**src/rtl/pwm_seq_pkg.sv**
```systemverilog
// pwm_seq_pkg: shared types and widths for the PWM profile sequencer
package pwm_seq_pkg;

    typedef enum logic {IDLE, RUN} fsm_t;

    localparam int STATE_W = 3;
    localparam int DUTY_W = 12;
    localparam logic [STATE_W-1:0] LAST_STATE = 3'd5;
    localparam int STATE_COUNT = 6;

endpackage

```
**src/rtl/pwm_sequencer_lookup.sv**
```systemverilog
// pwm_state_lookup: maps a profile state to its target duty and whether it ramps
module pwm_state_lookup
    import pwm_seq_pkg::*;
#(
    parameter int PERIOD = 1200
) (
    input  logic [STATE_W-1:0] state,
    output logic [DUTY_W-1:0]  base_duty,
    output logic               ramp_enable
);

    // Profile: off, off, ramp-up to full, full, full, ramp-down to off
    always_comb begin
        base_duty = (state >= 3'd2 && state <= 3'd4) ? DUTY_W'(PERIOD) : '0;
        ramp_enable = (state == 3'd2) || (state == LAST_STATE);
    end

endmodule

```
**src/rtl/pwm_sequencer.sv**
```systemverilog
// pwm_sequencer: steps the six-state PWM profile, owning period counter, ramped duty and pin
module pwm_sequencer
    import pwm_seq_pkg::*;
#(
    parameter int PERIOD = 1200,
    parameter int DWELL_PERIODS = 50,
    parameter int RAMP_STEP = 24
) (
    input  logic               clk,
    input  logic               rst_n,
    input  logic               enable,
    input  logic               start,
    input  logic               abort,
    input  logic               loop,
    output logic [STATE_W-1:0] state,
    output logic [DUTY_W-1:0]  duty,
    output logic               pwm_out,
    output logic               period_tick,
    output logic               busy,
    output logic               done
);

    localparam int DW = DWELL_PERIODS > 1 ? $clog2(DWELL_PERIODS) : 1;
    localparam int RW = DUTY_W + 1;
    localparam logic [DUTY_W-1:0] LAST_CNT = DUTY_W'(PERIOD - 1);
    localparam logic [DW-1:0] LAST_DWELL = DW'(DWELL_PERIODS - 1);
    localparam logic [RW-1:0] STEP = RW'(RAMP_STEP);

    fsm_t               fsm_q, fsm_d;
    logic [DUTY_W-1:0]  cnt_q, cnt_d, duty_q, duty_d;
    logic [DW-1:0]      dwell_q, dwell_d;
    logic [STATE_W-1:0] state_q, state_d;
    logic               pwm_out_q, pwm_out_d, done_q, done_d;
    logic [DUTY_W-1:0]  base_duty, ramped;
    logic               ramp_enable, run, tick, last_dwell;
    logic [RW-1:0]      up, dn;

    pwm_state_lookup #(.PERIOD(PERIOD)) u_lookup (
        .state      (state_q),
        .base_duty  (base_duty),
        .ramp_enable(ramp_enable)
    );

    // Next duty at a tick: ramp one step toward the target in 13 bits, clamping at the target
    always_comb begin
        run = fsm_q == RUN;
        tick = run && enable && cnt_q == LAST_CNT;
        last_dwell = dwell_q == LAST_DWELL;
        up = {1'b0, duty_q} + STEP;
        dn = {1'b0, duty_q} - STEP;
        ramped = !ramp_enable ? base_duty
               : duty_q < base_duty ? (up >= {1'b0, base_duty} ? base_duty : up[DUTY_W-1:0])
               : (dn[DUTY_W] || dn[DUTY_W-1:0] <= base_duty) ? base_duty : dn[DUTY_W-1:0];
    end

    // FSM, period/dwell counters and duty update; pwm is precomputed from next-state values
    always_comb begin
        fsm_d = fsm_q;
        cnt_d = cnt_q;
        dwell_d = dwell_q;
        state_d = state_q;
        duty_d = duty_q;
        done_d = 1'b0;
        if (abort || !run) begin
            fsm_d = (!abort && start) ? RUN : IDLE;
            cnt_d = '0;
            dwell_d = '0;
            state_d = '0;
            duty_d = '0;
        end else if (enable) begin
            cnt_d = tick ? '0 : cnt_q + 1'b1;
            if (tick) begin
                duty_d = ramped;
                dwell_d = last_dwell ? '0 : dwell_q + 1'b1;
                if (last_dwell) begin
                    if (state_q != LAST_STATE) begin
                        state_d = state_q + 1'b1;
                    end else if (loop) begin
                        state_d = '0;
                    end else begin
                        fsm_d = IDLE;
                        state_d = '0;
                        duty_d = '0;
                        done_d = 1'b1;
                    end
                end
            end
        end
        pwm_out_d = fsm_d == RUN && enable && cnt_d < duty_d;
    end

    // State registers with asynchronous active-low reset
    always_ff @(posedge clk or negedge rst_n) begin
        if (!rst_n) begin
            fsm_q <= IDLE;
            cnt_q <= '0;
            dwell_q <= '0;
            state_q <= '0;
            duty_q <= '0;
            pwm_out_q <= 1'b0;
            done_q <= 1'b0;
        end else begin
            fsm_q <= fsm_d;
            cnt_q <= cnt_d;
            dwell_q <= dwell_d;
            state_q <= state_d;
            duty_q <= duty_d;
            pwm_out_q <= pwm_out_d;
            done_q <= done_d;
        end
    end

    assign state = state_q;
    assign duty = duty_q;
    assign pwm_out = pwm_out_q;
    assign period_tick = tick;
    assign busy = run;
    assign done = done_q;

endmodule

```
**config.mk**
```make
export PLATFORM = sky130hd
export DESIGN_NAME = pwm_sequencer
export DESIGN_NICKNAME = d
export VERILOG_FILES = /design/src/rtl/pwm_seq_pkg.sv /design/src/rtl/pwm_sequencer_lookup.sv /design/src/rtl/pwm_sequencer.sv
export SDC_FILE = /design/constraint.sdc
export NUM_CORES = 1
export LEC_CHECK = 0
export ABC_AREA = 1
export BUFFER_PORTS_ARGS = -buffer_cell sky130_fd_sc_hd__buf_2
export CAP_MARGIN = 25
export CORE_ASPECT_RATIO = 0.5
export CORE_UTILIZATION = 45
export CTS_BUF_LIST = sky130_fd_sc_hd__clkbuf_8
export DETAILED_ROUTE_END_ITERATION = 8
export PLACE_DENSITY = 0.71
export REMOVE_ABC_BUFFERS = 1
export SYNTH_ARGS = -nofsm -noshare
export SYNTH_HDL_FRONTEND = slang
export SYNTH_HIERARCHICAL = 1
export SYNTH_SLANG_ARGS = --single-unit
```
**constraint.sdc**
```tcl
create_clock -name clk -period 5 [get_ports clk]
set_clock_uncertainty 0.1 [all_clocks]
set_input_delay 1.25 -clock clk [delete_from_list [all_inputs] [get_ports clk]]
set_output_delay 1.25 -clock clk [all_outputs]
set_load 0.05 [all_outputs]
```
==> flow_results.org, run 1 <==
** Clocking
- CTS built an H-tree with a depth of 2.
- Once the clock tree was built, the setup fixing pass inserted 0 buffers.
- The cell sitting at the root of the clock tree is a sky130_fd_sc_hd__clkbuf_8.
- # resized after CTS :: 0
- Clock latency on the worst-skew pair, taken at its later pin, is approximately 0.30 ns.
- Number of buffers added to fix hold violations after cts :: 0
- Clock tree from TritonCTS :: yes
- Number of sinks driven by the clock tree :: 36
- Buffers from clock root to sink, at most :: 2
- After clock tree synthesis, the clock-pin slew on the worst setup and hold paths is approximately 0.080 ns.
- Number of buffers added by the clock tree synthesis step :: 5

** Place
- Half-perimeter wire length after detailed placement :: 6.840 mm
- Summing all placed instances gives a cell area of roughly 3900 um^2.
- Prior to clock tree synthesis, the placed netlist has a worst setup slack of around 0.9 ns.
- Placer Congestion :: 0.8750
- The count of buffers added on input and output ports is 24.

** Logic synthesis
- For this run, the number of Yosys warnings is 6.
- Number of synthesized flops with an enable pin :: 0
- Sequential fraction of the synthesis area :: 0.2432
- Synthesized instance count :: between 500 and 600
- Each instance of the synthesized netlist takes up on average slightly above 7 um^2.
- The synthesized design contains 36 register bits.
- For this run, the leading register cell type out of synthesis is sky130_fd_sc_hd__dfrtp_1.
- After synthesis, the netlist uses between 40 and 50 different library cells.
- Share of async-settable or async-resettable flops after synthesis :: 1.000
- Mapped cell area :: around 3700 um^2

** Setup path
- The worst setup path is captured at a register.
- Data arrival time at the worst-slack endpoint :: roughly 4.3 ns
- STA classifies the critical path startpoint as a register.
- Slowest cell on the critical path :: sky130_fd_sc_hd__dfrtp_1
- The worst register-to-register path begins at duty[3].
- In this run the critical register-to-register path is captured at pwm_out.
- CP top delay family :: compound AO/OA/AOI/OAI gates
- Max stage delay on crit path :: 0.46 ns
- Cell breakdown of the critical path :: ha_1 -> nor3_1 -> nand3_1 -> nor2_1 -> xor2_1 -> inv_1 -> ha_1 -> nand2_1 -> nor2_1 -> nand3_1 -> nand2_2 -> inv_2 -> a21oi_4 -> a22oi_1 -> o221ai_1 -> nand2_1 -> a31oi_2 -> ha_1 -> a21oi_1 -> nor2_1 -> a211oi_1 -> o2111ai_1 -> a21oi_2
- R2R setup slack :: 0.85 ns
- Required time of the critical path :: roughly 5.1 ns
- CP Buf/Inv Count :: 2
- Of all nets on the critical path, the largest fanout is 8.
- Worst-case reg-to-reg path depth :: 23
- The worst setup path is of the register to register kind.

** Floorplanning
- The die covers approximately 8600 um^2.
- Die boundary width :: ~130 um
- The core region is about 7700 um^2.
- I/O pin count :: 25
- Initial core utilization :: 0.4841
- From bottom edge to top edge, the die measures 66.16 um.
- Total number of placement rows :: 22

** Worst hold path
- The worst hold path belongs to the class register to register.
- The worst hold path begins at cnt_q[10].
- Endpoint of the worst hold-timing path :: cnt_q[10]
- Cell depth of the worst min-delay path :: 1

** Cells and area
- Filler cell count in the final layout :: approximately 800
- At the end of the flow, the number of nets in the layout was about 600.
- Post-Layout Inst Area :: between 4000 and 5000 um^2
- In the final layout, the share of cells above drive strength 1 is 0.1413.
- Sequential cell area in the final layout :: 900.9 um^2
- Summing all multi-input logic gate instances after layout gives between 2000 and 2500 um^2.
- The repair_antennas step left the layout with diodes totalling 0.
- Final cell utilization of the core :: 0.5240
- Layout area overhead :: 8.241%

** STA
- Across all hold checks on the routed design, the worst slack comes to ~0.44 ns.
- In this run the tightest slew margin relative to its limit is 0.4640.
- The count of final max-slew check failures came to 0.
- Final setup violating endpoints :: 0
- Transition time of the tightest slew-check pin :: approximately 0.8 ns
- In the finished design, the share of the clock period the worst path needs comes to 0.8306.
- The worst path in the final design needs a cycle of roughly 4.2 ns, including I/O delays and setup.
- Final Hold Fails :: 0
- Final WS setup :: 0.8472 ns
- For this run, the top clock speed supported by timing is approximately 0.24 GHz.
- For the final routed database, the setup TNS stands at 0 ns.
- RSZ-0062 raised after global routing :: false

** Pwr
- Max rail drop VDD :: 194.7 uV
- Power density normalized to cell area :: 163.8 nW/um^2
- Pleak :: 2.054 nW

** Detailed routing
- Routed vias :: ~3200
- Using the TritonRoute via totals, the vias-per-cell ratio works out to approximately 5.
- DRC marker count from the first detailed-route iteration :: between 150 and 200
- Total wirelength of the detailed-routed design :: around 8.5 mm
- First-pass iteration count of the detailed router :: 4
- Once detail routing completed, the nets flagged for antenna violations numbered 0.
- In the routed design, unresolved DRC markers number 0.
- After detailed routing, the average wire length per cell comes to approximately 13 um.

** GRT
- Overall track demand over capacity in global routing :: 0.2176
- Entering global routing, the biggest net connects 37 pins.
- GRT overflow :: 0
- Number of global-route vias before repair :: between 3000 and 4000
- The initial antenna violation count was 0.
- The first global-routing pass estimated 14.39 mm of wire.

** Job
- Max-cap violations in this run came to 0.

** Outcome
- The run finished with clean final reports.
-- area by class of cell --
type                            instances  area share
Sequential cell                        36      0.2246
Clock inverter                          1    0.007488
Timing Repair Buffer                   24     0.02995
Clock buffer                            7     0.02402
Inverter                              109      0.1020
Multi-Input combinational cell        361      0.5782
Tap cell                              108     0.03370
-- layer usage --
metal	track usage	vias up	part of all wire
met5	0	-	0
met4	0.04651	0	0.0065
met3	0.03641	8	0.061
met2	0.3524	66	0.43
met1	0.3037	1436	0.50
li1	-	1696	-
-- cell usage after synthesis, types with 2 or more instances --
cell type	number	area share
sky130_fd_sc_hd__nand2_4	3	0.0091
sky130_fd_sc_hd__xor2_1	15	0.035
sky130_fd_sc_hd__nand3_1	17	0.023
sky130_fd_sc_hd__a21oi_1	31	0.042
sky130_fd_sc_hd__ha_1	45	0.15
sky130_fd_sc_hd__a22oi_2	7	0.024
sky130_fd_sc_hd__o21ai_0	9	0.012
sky130_fd_sc_hd__o21ai_1	2	0.0027
sky130_fd_sc_hd__o21a_1	2	0.0041
sky130_fd_sc_hd__a211oi_1	2	0.0041
sky130_fd_sc_hd__a22oi_1	8	0.016
sky130_fd_sc_hd__a21oi_2	6	0.014
sky130_fd_sc_hd__dfrtp_1	36	0.24
sky130_fd_sc_hd__buf_4	11	0.022
sky130_fd_sc_hd__inv_2	5	0.0051
sky130_fd_sc_hd__nand2_1	97	0.098
sky130_fd_sc_hd__nand4_1	7	0.012
sky130_fd_sc_hd__nand3_2	4	0.011
sky130_fd_sc_hd__nor2_4	5	0.015
sky130_fd_sc_hd__a21o_1	2	0.0041
sky130_fd_sc_hd__o22ai_1	4	0.0068
sky130_fd_sc_hd__nor3_1	14	0.019
sky130_fd_sc_hd__o221ai_1	8	0.019
sky130_fd_sc_hd__nand2_2	7	0.012
sky130_fd_sc_hd__a31oi_1	2	0.0034
sky130_fd_sc_hd__inv_1	104	0.11
sky130_fd_sc_hd__nor2_1	43	0.044
-- placed cells by master, fill, tap and decap left out, types with 2 or more instances in the layout --
| cell | Yosys | layout |
|---|---|---|
| sky130_fd_sc_hd__clkbuf_8 | 0 | 7 |
| sky130_fd_sc_hd__nand2_2 | 7 | 7 |
| sky130_fd_sc_hd__nor2_4 | 5 | 5 |
| sky130_fd_sc_hd__ha_1 | 45 | 45 |
| sky130_fd_sc_hd__a22oi_1 | 8 | 8 |
| sky130_fd_sc_hd__nand4_1 | 7 | 7 |
| sky130_fd_sc_hd__inv_1 | 104 | 104 |
| sky130_fd_sc_hd__a211oi_1 | 2 | 2 |
| sky130_fd_sc_hd__o221ai_1 | 8 | 8 |
| sky130_fd_sc_hd__xor2_1 | 15 | 15 |
| sky130_fd_sc_hd__inv_2 | 5 | 5 |
| sky130_fd_sc_hd__nand3_1 | 17 | 17 |
| sky130_fd_sc_hd__nor3_1 | 14 | 14 |
| sky130_fd_sc_hd__nand3_2 | 4 | 4 |
| sky130_fd_sc_hd__o21ai_0 | 9 | 9 |
| sky130_fd_sc_hd__o21a_1 | 2 | 2 |
| sky130_fd_sc_hd__nand2_4 | 3 | 3 |
| sky130_fd_sc_hd__a22oi_2 | 7 | 7 |
| sky130_fd_sc_hd__o22ai_1 | 4 | 4 |
| sky130_fd_sc_hd__a21o_1 | 2 | 2 |
| sky130_fd_sc_hd__a21oi_1 | 31 | 31 |
| sky130_fd_sc_hd__buf_2 | 1 | 24 |
| sky130_fd_sc_hd__a21oi_2 | 6 | 6 |
| sky130_fd_sc_hd__dfrtp_1 | 36 | 36 |
| sky130_fd_sc_hd__nor2_1 | 43 | 43 |
| sky130_fd_sc_hd__a31oi_1 | 2 | 2 |
| sky130_fd_sc_hd__conb_1 | 1 | 8 |
| sky130_fd_sc_hd__nand2_1 | 97 | 97 |
| sky130_fd_sc_hd__o21ai_1 | 2 | 2 |
-- flip-flops by register name (all words and copies together), names as in the netlist --
signal   cells
cnt_q       12
done         1
duty        12
busy         1
state        3
dwell_q      6
pwm_out      1
-- worst max-delay path by stage --
stage / start / end / slack (ns) / cells past startpoint
floorplan: duty[3] / pwm_out / 1.03 / 24
global placement: duty[3] / pwm_out / 1.02 / 25
detailed placement: duty[3] / pwm_out / 0.90 / 25
CTS: duty[3] / pwm_out / 0.87 / 25
global route: duty[3] / pwm_out / 0.45 / 23
finish: duty[3] / pwm_out / 0.85 / 23
-- per-stage QoR --
step	std cells	power [mW]
after global placement	638	0.3788
after floorplan	506	0.3554
after global routing	646	0.6837
final	646	0.6569
after detailed placement	638	0.3797
after CTS	646	0.6615
-- cell families after synthesis --
family	count (synthesis)	synth area share
flops	36	0.2432
fa+ha+maj	45	0.1520
other cells	1	0.001012
buf+inv	123	0.1381
compound gates	88	0.1665
simple gates	204	0.2614
xor+xnor	16	0.03783
-- power by group --
part	internal (mW)	total [mW]	switching (mW)	leakage (nW)
clock network	0.176	0.281	0.105	0.0645
registers	0.293	0.296	0.00249	0.500
logic	0.0215	0.0802	0.0587	1.49
total	0.491	0.657	0.166	2.05
(Power assumes the default switching activity.)
==> run 2: changes to the inputs <==
--- a/config.mk
+++ b/config.mk
@@ -5,14 +5,14 @@
 export SDC_FILE = /design/constraint.sdc
 export NUM_CORES = 1
 export LEC_CHECK = 0
-export ABC_AREA = 1
+export ABC_AREA = 0
 export BUFFER_PORTS_ARGS = -buffer_cell sky130_fd_sc_hd__buf_2
 export CAP_MARGIN = 25
 export CORE_ASPECT_RATIO = 0.5
 export CORE_UTILIZATION = 45
 export CTS_BUF_LIST = sky130_fd_sc_hd__clkbuf_8
 export DETAILED_ROUTE_END_ITERATION = 8
-export PLACE_DENSITY = 0.71
+export PLACE_DENSITY = 0.74
 export REMOVE_ABC_BUFFERS = 1
 export SYNTH_ARGS = -nofsm -noshare
 export SYNTH_HDL_FRONTEND = slang
==> constraint.sdc (replaced) <==
create_clock -name clk -period 3.65 [get_ports clk]
set_clock_uncertainty 0.1 [all_clocks]
set_input_delay 0.9125 -clock clk [delete_from_list [all_inputs] [get_ports clk]]
set_output_delay 0.9125 -clock clk [all_outputs]
set_load 0.05 [all_outputs]
==> flow_results.org, run 2 <==
** Pwr
- Switching power of the nets :: 0.2066 mW (+24%)
- The internal power was 0.6713 mW (+37%).
- Switch share :: 0.2353 (-0.01760)
- The overall power after layout is 0.8779 mW (+34%).
- The total power density per cell area came to 194.9 nW/um^2 (+19%).
- The leakage power came to 2.165 nW (+5.4%).
- Max rail drop VDD :: 146.3 uV (-25%)
- The register share of total power is 0.457 (+0.007).
- Part of the total power dissipated in the clock network :: 0.450 (+0.022)
- Combinational fraction of design power :: 0.093 (-0.029)

** Place
- The count of input and output buffers is 24 (unchanged).
- Placer Congestion :: 0.8601 (-1.7%)
- The placed wire-length estimate is 6.877 mm (+0.54%).

** Detailed routing
- The routed via count is 3295 (+2.8%).
- Antenna viol nets, final :: 0 (unchanged)
- The DRC violation count after routing came to 0 (unchanged).
- The iteration-0 DRC count of the detailed router is 250 (+40%).
- Total wirelength of the detailed-routed design :: 9.651 mm (+14%)
- First-pass iteration count of the detailed router :: 5 (+1)
- Routed length per placed instance :: 16.50 um (+26%)
- Avg Vias per Cell :: 5.632 (+13%)

** Logic synthesis
- After synthesis, the cell types taking the most area are sky130_fd_sc_hd__dfrtp_1 (27%), sky130_fd_sc_hd__ha_1 (17%), sky130_fd_sc_hd__xor2_1 (4.5%).
- Most common cell in the synthesized netlist :: sky130_fd_sc_hd__ha_1
- The sequential element share of the synthesized area is 0.2713 (+0.02813).
- The number of enable flip-flop cells after synthesis came to 0 (unchanged).
- Number of distinct library cells after synthesis :: 56 (+27%)
- Flop and latch count out of synthesis :: 36 (unchanged)
- Synth area leader :: sky130_fd_sc_hd__dfrtp_1
- Share of async-settable or async-resettable flops after synthesis :: 1.000 (unchanged)
- Dominant synthesized flop cell :: sky130_fd_sc_hd__dfrtp_1
- Mean instance size in the synthesized netlist :: 8.855 um^2 (+23%)
- The area share of the leading cell type in the synthesized netlist came to 0.2713 (+0.02813).
- Number of warnings reported in the yosys synthesis log :: 6 (unchanged)
- Synthesized instance count :: 375 (-27%)
- Ranking of synthesized cells by instance count :: sky130_fd_sc_hd__ha_1 (45), sky130_fd_sc_hd__dfrtp_1 (36), sky130_fd_sc_hd__nand2_1 (35), sky130_fd_sc_hd__nor2_1 (35), sky130_fd_sc_hd__inv_1 (22)
- Mapped cell area :: 3321 um^2 (-10%)

** STA
- RSZ-0062 raised after global routing :: true
- Final setup violating endpoints :: 13 (+13)
- Post-Route Hold Slack :: 0.4529 ns (+0.01353 ns)
- The top achievable clock speed is 0.2118 GHz (-12%).
- The count of final max-slew check failures is 0 (unchanged).
- Min Clock Period, post-route :: 4.722 ns (+0.5693 ns)
- Final period utilization :: 1.294 (+0.4632)
- The final hold violation count is 0 (unchanged).
- Total Neg Setup Slack :: -3.378 ns (-3.378 ns)
- Transition time of the tightest slew-check pin :: 0.8174 ns (+0.01346 ns)
- Final WS setup :: -1.072 ns (-1.919 ns)
- Relative slew slack :: 0.4551 (-0.008972)

** Floorplanning
- The core box area is 6910 um^2 (-9.7%).
- Area enclosed by the die boundary :: 7747 um^2 (-10%)
- The site row count came to 21 (-4.5%).
- Die boundary width :: 123.5 um (-5.2%)
- I/O pin count :: 25 (unchanged)
- Vertical die dimension :: 62.74 um (-5.2%)
- Initial core utilization :: 0.4805 (-0.003604)

** Clocking
- Buffers from clock root to sink, at most :: 2 (unchanged)
- The root buffer cell chosen for the clock tree is sky130_fd_sc_hd__clkbuf_8.
- The CTS clock-pin slew for the worst setup and hold paths was 0.08 ns (about the same).
- The total CTS buffers is 5 (unchanged).
- The number of sinks driven by the clock tree is 36 (unchanged).
- Later-pin clock latency in the skew report :: 0.31 ns (about the same)
- Number of H-tree levels :: 2 (unchanged)
- TritonCTS built the clock tree.
- The number of buffers inserted by hold repair at cts is 0 (unchanged).

** Outcome
- The checks that failed: setup timing.
- Outcome :: complete, but fails checks

** GRT
- Number of global-route vias before repair :: 3304 (+8.0%)
- The wire length of the first global-routing pass is 15.76 mm (+9.5%).
- Maximum number of pins on one net before global-route repair :: 37 (unchanged)
- Overall track demand over capacity in global routing :: 0.2641 (+0.04648)
- The initial antenna violation count is 0 (unchanged).
- The residual overflow from global routing came to 0 (unchanged).

** Setup path
- CP Buf/Inv Count :: 3 (+1)
- The largest individual stage delay along the critical path comes from the cell sky130_fd_sc_hd__or4_4.
- Data arrival time at the worst-slack endpoint :: 4.79 ns (+0.51 ns)
- Worst-path maximum fanout :: 4 (-4)
- CP top delay family :: simple AND/OR/NAND/NOR gates
- Cell breakdown of the critical path :: or4_4 -> or3_4 -> nor2_4 -> xor2_2 -> ha_1 -> nand4_1 -> or2_4 -> o32a_1 -> o41ai_4 -> buf_4 -> buf_6 -> nor2_4 -> o21ai_4 -> buf_4 -> nand2_1 -> a32oi_2 -> ha_1 -> nand4_1 -> o41ai_1 -> o21ai_1
- STA classifies the critical path startpoint as a register.
- Worst Setup End Kind :: register
- Max stage delay on crit path :: 0.55 ns (+0.09 ns)
- The critical path in this run is classified as register to register.
- Required time of the critical path :: 3.72 ns (-1.40 ns)

** Cells and area
- Layout area overhead :: 35.64%
- Most common cell after layout, fill and taps aside :: sky130_fd_sc_hd__buf_4
- Sequential cell area in the final layout :: 900.9 um^2 (unchanged)
- Final cell utilization of the core :: 0.6518 (+0.1278)
- Filler cell count in the final layout :: 521 (-34%)
- Ant diodes :: 0 (unchanged)
- The fraction of final layout cells sized beyond drive strength 1 came to 0.3448 (+0.2036).
- The post-layout net count was 543 (-7.7%).
- Leading cell types in the layout, fill and taps excluded :: sky130_fd_sc_hd__buf_4 (94), sky130_fd_sc_hd__ha_1 (44), sky130_fd_sc_hd__dfrtp_1 (36)
- Multi-input gate area :: 2341 um^2 (+0.97%)

** Job
- The total of max-cap violations is 0 (unchanged).

** Worst hold path
- HP Class :: register to register
-- run 2: cell types whose count changed after synthesis, sizes merged, moves of 7 or more --
cell / change
clkbuf: +7
nand2: -72
xnor2: +10
a32oi: +8
nor2: -14
a22oi: -12
nor3: -9
nand3: -12
inv: -87
a32o: +8
a21oi: -18
-- run 2: stage by stage --
step	area [um^2]	instances	setup slack, ns
floorplan	3202	357	-1.138
global placement	4083	559	-0.9662
detailed placement	4083	559	-1.157
CTS	4464	589	-1.029
global route	4504	585	-1.267
finish	4504	585	-1.072
-- run 2: final timing paths --
kind | start | end | slack [ns] | cells after the start
max in group asynchronous | rst_n | state[0] | 2.32 | 1
min | dwell_q[2] | dwell_q[2] | 0.45 | 1
max reg2reg | duty[8] | pwm_out | -1.07 | 20
min reg2reg | dwell_q[2] | dwell_q[2] | 0.45 | 1
max | duty[8] | pwm_out | -1.07 | 20
min in group asynchronous | rst_n | duty[0] | 0.59 | 1
-- run 2: layout make-up --
class,instances,share of cell area
clock buffers,7,0.02139
clock inverters,1,0.006667
inverters,22,0.01833
multi-input cells,299,0.5197
flip-flops and latches,36,0.2000
well taps,92,0.02556
repair buffers,128,0.2083
-- run 2: logic make-up after synthesis --
group           after synthesis  synth area share
flops                        36            0.2713
simple gates                124            0.1827
xor+xnor                     28           0.07385
other cells                   1          0.001129
fa+ha+maj                    45            0.1696
mux                           6           0.02412
buf+inv                      47           0.06858
compound gates               88            0.2087
-- run 2: metal layers --
metal,share of wire,up-vias,GRT usage
met5,0,-,0
met4,0.016,0,0.07831
met3,0.065,14,0.05566
met2,0.44,98,0.4155
met1,0.48,1587,0.3620
li1,-,1596,-
-- run 2: power groups by stage --
stage | registers, mW | logic [mW] | clock network (mW)
global placement | 0.409 | 0.0729 | 0
finish | 0.401 | 0.0812 | 0.395
CTS | 0.401 | 0.0767 | 0.402
floorplan | 0.412 | 0.0361 | 0
detailed placement | 0.409 | 0.0744 | 0
global route | 0.401 | 0.0900 | 0.419
-- run 2: timing repair --
item                       CTS  global route
pin swaps                   28            19
resized for setup           23            19
setup endpoints to repair   13            13
setup buffers               25             3
==> run 3: changes to the inputs <==
--- a/config.mk
+++ b/config.mk
@@ -9,6 +9,7 @@
 export BUFFER_PORTS_ARGS = -buffer_cell sky130_fd_sc_hd__buf_2
 export CAP_MARGIN = 25
 export CORE_ASPECT_RATIO = 0.5
+export CORE_MARGIN = 5
 export CORE_UTILIZATION = 45
 export CTS_BUF_LIST = sky130_fd_sc_hd__clkbuf_8
 export DETAILED_ROUTE_END_ITERATION = 8
==> flow_results.org, run 3 (same netlist as run 2, synthesis figures left out) <==
** Outcome
- Outcome :: complete, but fails checks
- Violations in the final reports :: setup timing

** Detailed routing
- The residual antenna-violating net count after detailed routing was 0 (unchanged).
- The iteration-0 DRC count of the detailed router came to 258 (+3.2%).
- Total wirelength of the detailed-routed design :: 9.964 mm (+3.2%)
- Avg Vias per Cell :: 5.755 (+2.2%)
- The DRC violation count after routing is 0 (unchanged).
- The number of iterations in the first detailed-routing pass is 7 (+2).
- Routed length per placed instance :: 17.21 um (+4.3%)
- The routed via count was 3332 (+1.1%).

** Setup path
- Required time of the critical path :: 3.76 ns (+0.04 ns)
- The worst register-to-register path begins at duty[7].
- The setup slack of the most critical reg-to-reg path came to -1.09 ns (about the same).
- Terminus of the critical flop-to-flop path :: pwm_out
- STA classifies the critical path startpoint as a register.
- Worst-path maximum fanout :: 3 (-1)
- The logic depth of the worst register-to-register path is 22 (+10%).
- Start-to-end type of the worst setup path :: register to register
- The worst endpoint data arrival time is 4.85 ns (+0.06 ns).
- The worst setup path is captured at a register.

** Clocking
- Later-pin clock latency in the skew report :: 0.29 ns (-0.02 ns)
- Number of buffers added by the clock tree synthesis step :: 5 (unchanged)
- Clock input transition at the sequential cells of the worst setup and hold paths :: 0.07 ns (about the same)
- Buffers from clock root to sink, at most :: 2 (unchanged)
- Number of H-tree levels :: 2 (unchanged)
- Library cell used as clock root buffer :: sky130_fd_sc_hd__clkbuf_8
- Clock tree from TritonCTS :: yes
- The number of sinks driven by the clock tree was 36 (unchanged).

** Floorplanning
- Die boundary width :: 131.5 um (+6.5%)
- The number of ports placed on the die boundary came to 25 (unchanged).
- The initial standard-cell utilization of the core is 0.4587 (-0.02184).
- Total number of placement rows :: 22 (+4.8%)
- Area enclosed by the die boundary :: 9301 um^2 (+20%)
- The die span in y came to 70.74 um (+13%).
- Core box area :: 7239 um^2 (+4.8%)

** Pwr
- The overall power after layout was 0.7551 mW (-14%).
- Max rail drop VDD :: 111.8 uV (-24%)
- Power density normalized to cell area :: 169.6 nW/um^2 (-13%)
- The leakage power is 2.128 nW (-1.7%).

** STA
- Final WS setup :: -1.086 ns (-0.01401 ns)
- Final Hold Fails :: 0 (unchanged)
- The period utilization is 1.298 (+0.003838).
- The final count of negative-setup-slack endpoints was 13 (unchanged).
- The slew at the pin closest to its max-slew limit came to 1.021 ns (+0.2034 ns).
- The shortest clock period the worst path allows after layout is 4.736 ns (+0.01401 ns).
- The final sum of negative setup slack is -3.851 ns (-0.4728 ns).
- The count of final max-slew check failures was 0 (unchanged).
- The headroom to the max-slew limit came to 0.3169 (-0.1381).
- The top achievable clock speed was 0.2111 GHz (-0.30%).
- Setup repair after global routing could not meet its margin everywhere.

** Cells and area
- Filler cell count in the final layout :: 553 (+6.1%)
- Layout area overhead :: 34.10%
- Leading cell types in the layout, fill and taps excluded :: sky130_fd_sc_hd__buf_4 (83), sky130_fd_sc_hd__ha_1 (44), sky130_fd_sc_hd__dfrtp_1 (36)
- The footprint of the multi-input gates came to 2394 um^2 (+2.2%).
- The number of antenna repair diodes was 0 (unchanged).
- The post-layout net count was 534 (-1.7%).
- Most common cell after layout, fill and taps aside :: sky130_fd_sc_hd__buf_4
- The final instance area came to 4453 um^2 (-1.1%).
- Share of layout cells above drive strength 1 :: 0.3416 (-0.003213)
- Sequential cell area in the final layout :: 900.9 um^2 (unchanged)

** Place
- Half-perimeter wire length after detailed placement :: 6.993 mm (+1.7%)
- The count of input and output buffers was 24 (unchanged).
- Placer Congestion :: 0.8814 (+2.5%)
- Instance area at placement :: 4050 um^2 (-0.80%)

** GRT
- The initial antenna violation count is 0 (unchanged).
- The number of global-route vias before repair came to 3274 (-0.91%).
- Global-route wire length before repair :: 16.01 mm (+1.6%)
- Overall track demand over capacity in global routing :: 0.2085 (-0.05560)
- GRT overflow :: 0 (unchanged)
- Maximum number of pins on one net before global-route repair :: 37 (unchanged)

** Worst hold path
- Beginning of the worst hold path :: dwell_q[3]
- The worst hold path belongs to the class register to register.
- Cell depth of the worst min-delay path :: 1 (unchanged)
- The path with the worst hold slack has its endpoint at dwell_q[3].

** Job
- Max Cap Violations :: 0 (unchanged)
[run 3: final cells by class]
| cell class | count | share of cell area |
|---|---|---|
| Sequential cell | 36 | 0.2023 |
| Multi-Input combinational cell | 299 | 0.5375 |
| Tap cell | 96 | 0.02697 |
| Clock buffer | 5 | 0.01545 |
| Clock inverter | 2 | 0.001967 |
| Timing Repair Buffer | 119 | 0.1972 |
| Inverter | 22 | 0.01854 |
[run 3: metal layers]
| layer | GRT usage | part of all wire |
|---|---|---|
| met1 | 0.2881 | 0.46 |
| met3 | 0.03409 | 0.077 |
| met5 | 0 | 0 |
| met4 | 0.03991 | 0.012 |
| met2 | 0.3500 | 0.45 |
[run 3: repair_timing]
item | in CTS | in global routing
gates cloned | 0 | 0
setup buffers | 21 | 13
pin swaps | 28 | 16
hold buffers | 0 | 0
gates resized for setup | 30 | 31
endpoints found under the setup margin | 11 | 13
[run 3: how the worst max path moves through the flow]
stage                         end  cells past startpoint  slack [ns]  startpoint
after CTS                 pwm_out                     19       -0.88     duty[7]
after floorplan           pwm_out                     18       -1.14     duty[8]
final                     pwm_out                     22       -1.09     duty[7]
after detailed placement  pwm_out                     18        -1.0     duty[8]
after global placement    pwm_out                     18       -0.87     duty[8]
after global routing      pwm_out                     21       -1.30     duty[7]
[run 3: power breakdown]
| group | internal, mW | total, mW | switching, mW |
|---|---|---|---|
| Clock | 0.127 | 0.267 | 0.140 |
| Combinational | 0.0335 | 0.0865 | 0.0530 |
| Sequential | 0.400 | 0.401 | 0.00127 |
[run 3: critical path, stage by stage (launching register included)]
cell	delay (ns)
sky130_fd_sc_hd__dfrtp_1	0.39
sky130_fd_sc_hd__or4_4	0.55
sky130_fd_sc_hd__or3_4	0.37
sky130_fd_sc_hd__nor2_4	0.13
sky130_fd_sc_hd__xor2_2	0.17
sky130_fd_sc_hd__ha_1	0.26
sky130_fd_sc_hd__nand4_1	0.11
sky130_fd_sc_hd__or2_4	0.16
sky130_fd_sc_hd__a21oi_4	0.04
sky130_fd_sc_hd__o41ai_4	0.39
sky130_fd_sc_hd__buf_4	0.20
sky130_fd_sc_hd__buf_6	0.11
sky130_fd_sc_hd__nor2_4	0.04
sky130_fd_sc_hd__o21ai_4	0.18
sky130_fd_sc_hd__nand2_2	0.10
sky130_fd_sc_hd__a32oi_2	0.21
sky130_fd_sc_hd__ha_1	0.28
sky130_fd_sc_hd__a21o_1	0.18
sky130_fd_sc_hd__a21o_1	0.17
sky130_fd_sc_hd__a21oi_2	0.13
sky130_fd_sc_hd__o2111a_1	0.22
sky130_fd_sc_hd__nand2_1	0.06
sky130_fd_sc_hd__o21ai_1	0.13
[run 3: through the flow]
step / instances / hold WS, ns / setup WS (ns) / util
finish: 579 / 0.4378 / -1.086 / 0.6151
detailed placement: 558 / 0.4291 / -1.000 / 0.5595
floorplan: 357 / 0.3968 / -1.138 / -
global placement: 558 / 0.4262 / -0.8714 / 0.5595
global route: 579 / 0.4725 / -1.297 / 0.6151
CTS: 584 / 0.4405 / -0.8810 / 0.6058
